## src/rtl/regfile_dumper.sv

```systemverilog
// regfile_dumper
// Streams the contents of a register file out over a byte-wide valid/ready
// link as one frame: a header byte, every register as four bytes (most
// significant byte first, register 0 first), then an XOR checksum of the
// data bytes. Registers are read through a combinational debug probe.

module regfile_dumper #(
    parameter logic [7:0] HEADER   = 8'hA5,
    parameter int         NUM_REGS = 32
) (
    input  logic        clock,
    input  logic        reset,
    input  logic        start,
    output logic [4:0]  rf_ra,
    input  logic [31:0] rf_rd,
    output logic [7:0]  tx_data,
    output logic        tx_valid,
    input  logic        tx_ready,
    output logic        busy,
    output logic        done
);

    // The parameter HEADER takes the plain name, so the states carry a prefix.
    typedef enum logic [2:0] {
        ST_IDLE,
        ST_HEADER,
        ST_LOAD,
        ST_SEND,
        ST_CKSUM
    } state_t;

    localparam logic [4:0] LAST_IDX = 5'(NUM_REGS - 1);

    state_t      state;
    state_t      next_state;
    logic [4:0]  idx;
    logic [1:0]  byte_cnt;
    logic [31:0] word;
    logic [7:0]  cksum;
    logic        xfer;

    assign rf_ra = idx;
    assign busy  = (state != ST_IDLE);
    assign xfer  = tx_valid && tx_ready;

    // State register; reset abandons any frame in progress.
    always_ff @(posedge clock) begin
        if (reset) begin
            state <= ST_IDLE;
        end else begin
            state <= next_state;
        end
    end

    // Next-state logic and the byte offered to the transmitter.
    always_comb begin
        next_state = state;
        tx_valid   = 1'b0;
        tx_data    = 8'h00;
        case (state)
            ST_IDLE: begin
                if (start) begin
                    next_state = ST_HEADER;
                end
            end
            ST_HEADER: begin
                tx_valid = 1'b1;
                tx_data  = HEADER;
                if (tx_ready) begin
                    next_state = ST_LOAD;
                end
            end
            ST_LOAD: begin
                next_state = ST_SEND;
            end
            ST_SEND: begin
                tx_valid = 1'b1;
                case (byte_cnt)
                    2'd0:    tx_data = word[31:24];
                    2'd1:    tx_data = word[23:16];
                    2'd2:    tx_data = word[15:8];
                    default: tx_data = word[7:0];
                endcase
                if (tx_ready && byte_cnt == 2'd3) begin
                    next_state = (idx == LAST_IDX) ? ST_CKSUM : ST_LOAD;
                end
            end
            ST_CKSUM: begin
                tx_valid = 1'b1;
                tx_data  = cksum;
                if (tx_ready) begin
                    next_state = ST_IDLE;
                end
            end
            default: begin
                next_state = ST_IDLE;
            end
        endcase
    end

    // Datapath: register index, byte counter, captured word, checksum, done pulse.
    always_ff @(posedge clock) begin
        if (reset) begin
            idx      <= 5'd0;
            byte_cnt <= 2'd0;
            word     <= 32'd0;
            cksum    <= 8'h00;
            done     <= 1'b0;
        end else begin
            done <= (state == ST_CKSUM) && xfer;
            case (state)
                ST_IDLE: begin
                    if (start) begin
                        idx   <= 5'd0;
                        cksum <= 8'h00;
                    end
                end
                ST_LOAD: begin
                    word     <= rf_rd;
                    byte_cnt <= 2'd0;
                end
                ST_SEND: begin
                    if (xfer) begin
                        cksum    <= cksum ^ tx_data;
                        byte_cnt <= byte_cnt + 2'd1;
                        if (byte_cnt == 2'd3 && idx != LAST_IDX) begin
                            idx <= idx + 5'd1;
                        end
                    end
                end
                ST_CKSUM: begin
                    if (xfer) begin
                        idx <= 5'd0;
                    end
                end
                default: begin
                end
            endcase
        end
    end

endmodule
```

## config.mk

```make
export PLATFORM = sky130hd
export DESIGN_NAME = regfile_dumper
export DESIGN_NICKNAME = d
export VERILOG_FILES = /design/src/rtl/regfile_dumper.sv
export SDC_FILE = /design/constraint.sdc
export NUM_CORES = 1
export LEC_CHECK = 0
export BUFFER_PORTS_ARGS = -buffer_cell sky130_fd_sc_hd__buf_2
export CORE_MARGIN = 5
export CORE_UTILIZATION = 49
export DETAILED_ROUTE_END_ITERATION = 10
export MAX_ROUTING_LAYER = met4
export PLACE_DENSITY = 0.76
export SLEW_MARGIN = 20
export SYNTH_ARGS = -nofsm -noshare
export SYNTH_HDL_FRONTEND = slang
export SYNTH_SLANG_ARGS = --single-unit
```

## constraint.sdc

```tcl
create_clock -name clock -period 1.95 [get_ports clock]
set_clock_uncertainty 0.15 [all_clocks]
set_input_delay 0.0975 -clock clock [delete_from_list [all_inputs] [get_ports clock]]
set_output_delay 0.0975 -clock clock [all_outputs]
set_load 0.03 [all_outputs]
```

## Word level (Yosys, flattened, before mapping)

Index checks and enable logic that the tools add are counted.
Widths: inputs -> output; s select.

- $add $sub $neg: 2
- Multiply operators: 0
- Div/mod/pow operators: 0
- $lt $le $gt $ge: 0
- Equal/unequal tests: 16
- Shift-type cells: 0
- Mux-type cells: 19
- Bitwise operators: 1
- Reductions and logical operators: 15

Operator list:

| kind | number |
|---|---|
| $pmux 8 s3 | 2 |
| $mux 5 | 4 |
| $mux 8 | 2 |
| $pmux 8 s2 | 1 |
| $mux 3 | 5 |
| $pmux 3 s5 | 1 |
| $pmux 5 s3 | 1 |
| $ne 2x2->1 const B | 7 |
| $xor 8x8->8 | 1 |
| $eq 3x2->1 const B | 2 |
| $reduce_bool 3->1 | 2 |
| $add 5x1->5 const B | 1 |
| $eq 5x5->1 const B | 1 |
| $ne 5x5->1 const B | 1 |
| $reduce_and 5->1 | 1 |
| $eq 2x2->1 const B | 2 |
| $logic_and 1x1->1 | 4 |
| $pmux 2 s2 | 1 |
| $reduce_and 4->1 | 1 |
| $reduce_bool 2->1 | 2 |
| $eq 3x1->1 const B | 1 |
| $eq 3x3->1 const B | 1 |
| $logic_not 3->1 | 1 |
| $reduce_and 3->1 | 1 |
| 7 further kinds | 7 |

- Register bits after elaboration: 51
- Bits in latches: 0
- RAM bits: 0
- ROM bits: 0
- Input bits: 36
- Output and inout bits: 16
- Memories kept: 0

## Depth between registers and ports, before layout

- Word-level depth: 6
- Depth in mapped cells: 7
- Depth with buffers taken out: 7

## Least setup slack after synthesis

Ideal clock, no wire load.

- Path type: register to register
- From: register idx[0] (netlist: rf_ra[0])
- To: register idx[1] (netlist: rf_ra[1])
- Arrival: 1664 ps
- Path slack: 9 ps
- Stages on the path, launching flop included: 8
- Buffers on the path: 0
- Path through: dfxtp_1 -> ha_1 -> and3_1 -> ha_1 -> nand2b_1 -> o32ai_2 -> mux2i_1 -> nor2_1

- Longest elaborated chain between the ends: 4
- Elaborated cells on any way between the ends: 8
- Classes of those cells: add/sub (1); eq/ne (2); mux (3); reduce/logical (2)

RTL lines:

| item | RTL line | RTL |
|---|---|---|
| start, declared | 36 | `logic [4:0] idx;` |
| start signal, assigned | 127 | `idx <= idx + 5'd1;` |
| $add 5x1->5 / $ne 5x5->1 (equally long branches) | 127, 126 |  |
| $mux 5 / $logic_and 1x1->1 (equally long branches) | 126 | `if (byte_cnt == 2'd3 && idx != LAST_IDX) begin` |
| $mux 5 / $ne 2x2->1 (equally long branches) | -- |  |
| $pmux 5 s3 / $reduce_and 5->1 (equally long branches) | -- |  |

Parallel ways exist; a longest one is shown, timed or not. The select of a mux whose other input is x is not followed.
A chain may end at the register's enable or synchronous reset.

## Final worst setup path

- From: register byte_cnt[0]
- To: output port tx_data[6]

- Longest elaborated chain between the ends: 3
- Elaborated cells on any way between the ends: 5
- Classes of those cells: eq/ne (2); mux (2); reduce/logical (1)

RTL lines:

| item | RTL line | RTL |
|---|---|---|
| start, declared | 37 | `logic [1:0] byte_cnt;` |
| start signal, assigned | 125 | `byte_cnt <= byte_cnt + 2'd1;` |
| $eq 2x2->1 (tied with other cells) | 78 | `case (byte_cnt)` |
| $pmux 8 s3 (*) | 78 |  |
| $pmux 8 s3 (*) | 60 | `case (state)` |
| end, declared | 16 | `output logic [7:0] tx_data,` |

Mark *: on every way between the ends. The rest lies on a longest branch, timed or not.

==> run summary <==
Fraction of layout cells with a size suffix above 1: 31.9%
Fin area: 0.00365 sq mm
Outcome: complete, but fails checks
Relative max-transition margin: 76.3%
Util after Layout: 72.4%
IO buf count: 51
Total Die Area: 0.00663 sq mm
Number of global-route vias before repair: 2471
IO Pins: 52
Gate Count Post-Synth: 308
Worst Hold Endpoint: state[0]$_SDFFE_PP0P_
Final HPWL DP: 4480 um
Cell with the most instances after synthesis: sky130_fd_sc_hd__nand2_1
Overall Power: 2.09 mW
Global Route met1 Usage: 29.1%
Tcrit/Tclk final: 106%
Via count: 2576
Max H-tree Level: 2
Routed wire length per instance: 15.3 um
Worst setup slack for register-to-register paths: 0.07 ns
Pre-Repair DR Iteration Count: 5
Floorplan Core Area: 0.00504 sq mm
Global-route wire length before repair: 11800 um
Met3 usage: 4.17%
Async S/R FF share, synth: 0%
Worst hold path class: in -> reg
Max Cap Violations: 0
VDD IR max: 418 uV
Worst-path clk slew: 0.09 ns
Required time worst endpoint: 1.70 ns
Cells on worst reg2reg path: 9
Final setup violation count: 7
Cell type with the highest aggregate area in the netlist: sky130_fd_sc_hd__dfxtp_1
Endpoint of the lowest-slack register-to-register path: cksum[3]$_SDFFE_PP0P_
Total placed instance area: 0.00288 sq mm
Main synth FF type: sky130_fd_sc_hd__dfxtp_1
Total number of clock tree sinks: 51
Mapped Nets: 351
Leakage power summed over all cells: 1.44 nW
Startpoint of the worst-slack reg-to-reg timing path: byte_cnt[0]$_SDFFE_PP0P_
Root buf cell: sky130_fd_sc_hd__clkbuf_8
Failing checks: setup timing
FP Rows: 26
Antenna violations before repair: 0
Fin crit period: 2.08 ns
Cell count of the worst hold path: 3
Maximum clock rate: 0.482 GHz
YS warnings: 0
Worst-case setup margin in the final layout: -0.126 ns
Area fraction of the dominant cell type after synthesis: 40.8%
Die W: 81.4 um
Number of nets in the finished design: 449
Antenna diodes: 0
Netlist area before placement: 0.00250 sq mm
Clock buffer count from CTS: 5
Antenna Violating Nets Remaining: 0
Setup crit end kind: output pin
Detailed-route DRC error count: 0
Worst slack after detailed placement: -0.0463 ns
Synth-to-Final Area Change: 46.0%
Count of different cell masters after synthesis: 44
Critical hold path startpoint: start
Flip-flop and latch count after synthesis: 51
Category of the most critical setup path: reg -> out
Final hold viol count: 0
Slew at the pin with the worst max-slew slack: 0.347 ns
Commonest cells in the netlist: sky130_fd_sc_hd__nand2_1, sky130_fd_sc_hd__a21oi_1, sky130_fd_sc_hd__dfxtp_1
Effective utilization at floorplan: 49.6%
Top fanout value on the critical path: 8
Routability cong.: 0.823
Power density of the placed cells: 572 mW/mm^2
Vias per inst: 5.40
Count of pins over their slew limit: 0
TritonCTS clock tree: done
Mean area per synthesized cell: 8.12 sq um
Aggregate routed wire length: 7310 um
Sequential fraction of the synthesis area: 40.8%
Overall Global Routing Usage: 23.7%
Post-synth EDFFs: 0
Total gr overflow: 0
Worst Setup Start Kind: register
RSZ-0062 raised after global routing: yes
Pin count of the biggest net entering global routing: 35
Top Usage Layer GRT: met2
Sum Neg Setup Slack: -0.650 ns
Synth area leaders: sky130_fd_sc_hd__dfxtp_1, sky130_fd_sc_hd__nand2_1, sky130_fd_sc_hd__a21oi_1
Vertical extent of the die: 81.4 um
Buffers from clock root to sink, at most: 2
Met2 routing resource usage after global routing: 39.3%
Clock insertion delay at the later pin of the skew report: 0.30 ns
Number of DRC violations after detailed-routing iteration 0: 187
Critical path data arrival time: 1.83 ns
## sequential cells by signal, summed over array words and instances, names as in the netlist
| name | count |
|---|---|
| word | 32 |
| byte_cnt | 2 |
| rf_ra | 5 |
| state | 3 |
| done | 1 |
| cksum | 8 |
## worst max-delay path by stage
stage	end	slack, ns	start	cells past startpoint
floorplan	rf_ra[1]$_SDFFE_PP0P_	0.009	rf_ra[0]$_SDFFE_PP0P_	7
global placement	cksum[3]$_SDFFE_PP0P_	-0.04	byte_cnt[0]$_SDFFE_PP0P_	6
detailed placement	cksum[1]$_SDFFE_PP0P_	-0.05	byte_cnt[0]$_SDFFE_PP0P_	6
CTS	tx_data[1]	-0.08	byte_cnt[0]$_SDFFE_PP0P_	8
global route	tx_data[4]	-0.22	byte_cnt[0]$_SDFFE_PP0P_	8
finish	tx_data[6]	-0.13	byte_cnt[0]$_SDFFE_PP0P_	7
## per-layer routing
metal	vias to the layer above	wire, um	part of all wire (%)
met3	16	479	6.6
li1	1272	-	-
met5	-	0	0
met2	97	3590	49
met4	0	175	2.4
met1	1191	3070	42
## placed cells by master, fill, tap and decap left out, types with 2 or more instances in the layout
| cell | instances |
|---|---|
| sky130_fd_sc_hd__inv_1 | 7 |
| sky130_fd_sc_hd__a21boi_0 | 4 |
| sky130_fd_sc_hd__clkbuf_8 | 6 |
| sky130_fd_sc_hd__buf_4 | 26 |
| sky130_fd_sc_hd__dfxtp_1 | 45 |
| sky130_fd_sc_hd__o21a_1 | 4 |
| sky130_fd_sc_hd__a31oi_1 | 4 |
| sky130_fd_sc_hd__a221oi_2 | 3 |
| sky130_fd_sc_hd__nand3_1 | 9 |
| sky130_fd_sc_hd__dlygate4sd3_1 | 34 |
| sky130_fd_sc_hd__a22oi_1 | 3 |
| sky130_fd_sc_hd__a21o_1 | 5 |
| sky130_fd_sc_hd__a211o_1 | 4 |
| sky130_fd_sc_hd__mux2i_1 | 2 |
| sky130_fd_sc_hd__nor3b_1 | 5 |
| sky130_fd_sc_hd__or3b_1 | 2 |
| sky130_fd_sc_hd__nor3_1 | 3 |
| sky130_fd_sc_hd__a22oi_2 | 5 |
| sky130_fd_sc_hd__inv_4 | 2 |
| sky130_fd_sc_hd__or3_1 | 4 |
| sky130_fd_sc_hd__a2111oi_0 | 2 |
| sky130_fd_sc_hd__nor2_1 | 3 |
| sky130_fd_sc_hd__buf_6 | 8 |
| sky130_fd_sc_hd__ha_4 | 4 |
| sky130_fd_sc_hd__buf_12 | 2 |
| sky130_fd_sc_hd__ha_1 | 3 |
| sky130_fd_sc_hd__dfxtp_2 | 3 |
| sky130_fd_sc_hd__nand2_1 | 72 |
| sky130_fd_sc_hd__a21oi_2 | 3 |
| sky130_fd_sc_hd__dfxtp_4 | 3 |
| sky130_fd_sc_hd__o21ai_2 | 3 |
| sky130_fd_sc_hd__buf_2 | 43 |
| sky130_fd_sc_hd__a21oi_1 | 49 |
| sky130_fd_sc_hd__nor2b_2 | 5 |
## repair_timing
item	CTS	global route
hold endpoints to repair	35	0
buffers inserted	8	3
pin swaps	10	12
setup endpoints to repair	17	19
gates resized for setup	58	11
hold buffers	34	0
## kinds of logic after synthesis
kind of cell	count (synthesis)	share of synthesized area, %
compound gates	96	24.0
fa+ha+maj	7	3.50
buf+inv	32	6.55
mux	3	1.25
simple gates	119	23.9
flops	51	40.8
## where the power goes
group / internal, mW / total (mW) / leakage, nW / switching, mW
registers: 1.07 / 1.11 / 0.416 / 0.0368
logic: 0.164 / 0.342 / 0.974 / 0.178
clock network: 0.291 / 0.640 / 0.0484 / 0.348
## area by class of cell
type | instances | area [sq um]
fillers | 349 | 1390
inverters | 9 | 38.8
clock inverters | 1 | 8.76
multi-input cells | 225 | 1500
flip-flops and latches | 51 | 1040
clock buffers | 7 | 86.3
repair buffers | 114 | 896
well taps | 70 | 87.6
## worst max-delay path, stage by stage (launching register included)
cell                       delay [ns]
sky130_fd_sc_hd__dfxtp_4         0.38
sky130_fd_sc_hd__buf_6           0.12
sky130_fd_sc_hd__ha_4            0.20
sky130_fd_sc_hd__a21oi_1         0.12
sky130_fd_sc_hd__a221oi_2        0.30
sky130_fd_sc_hd__buf_4           0.17
sky130_fd_sc_hd__a21o_1          0.09
sky130_fd_sc_hd__buf_6           0.13
## per-stage QoR
step | hold slack (ns) | cells
6_report | 0.0151 | 477
4_1_cts | 0.00684 | 474
3_3_place_gp | 0.189 | 426
5_1_grt | 0.0583 | 477
3_5_place_dp | 0.196 | 426
2_1_floorplan | 0.0835 | 308
Power figures use the tool's default switching activity.
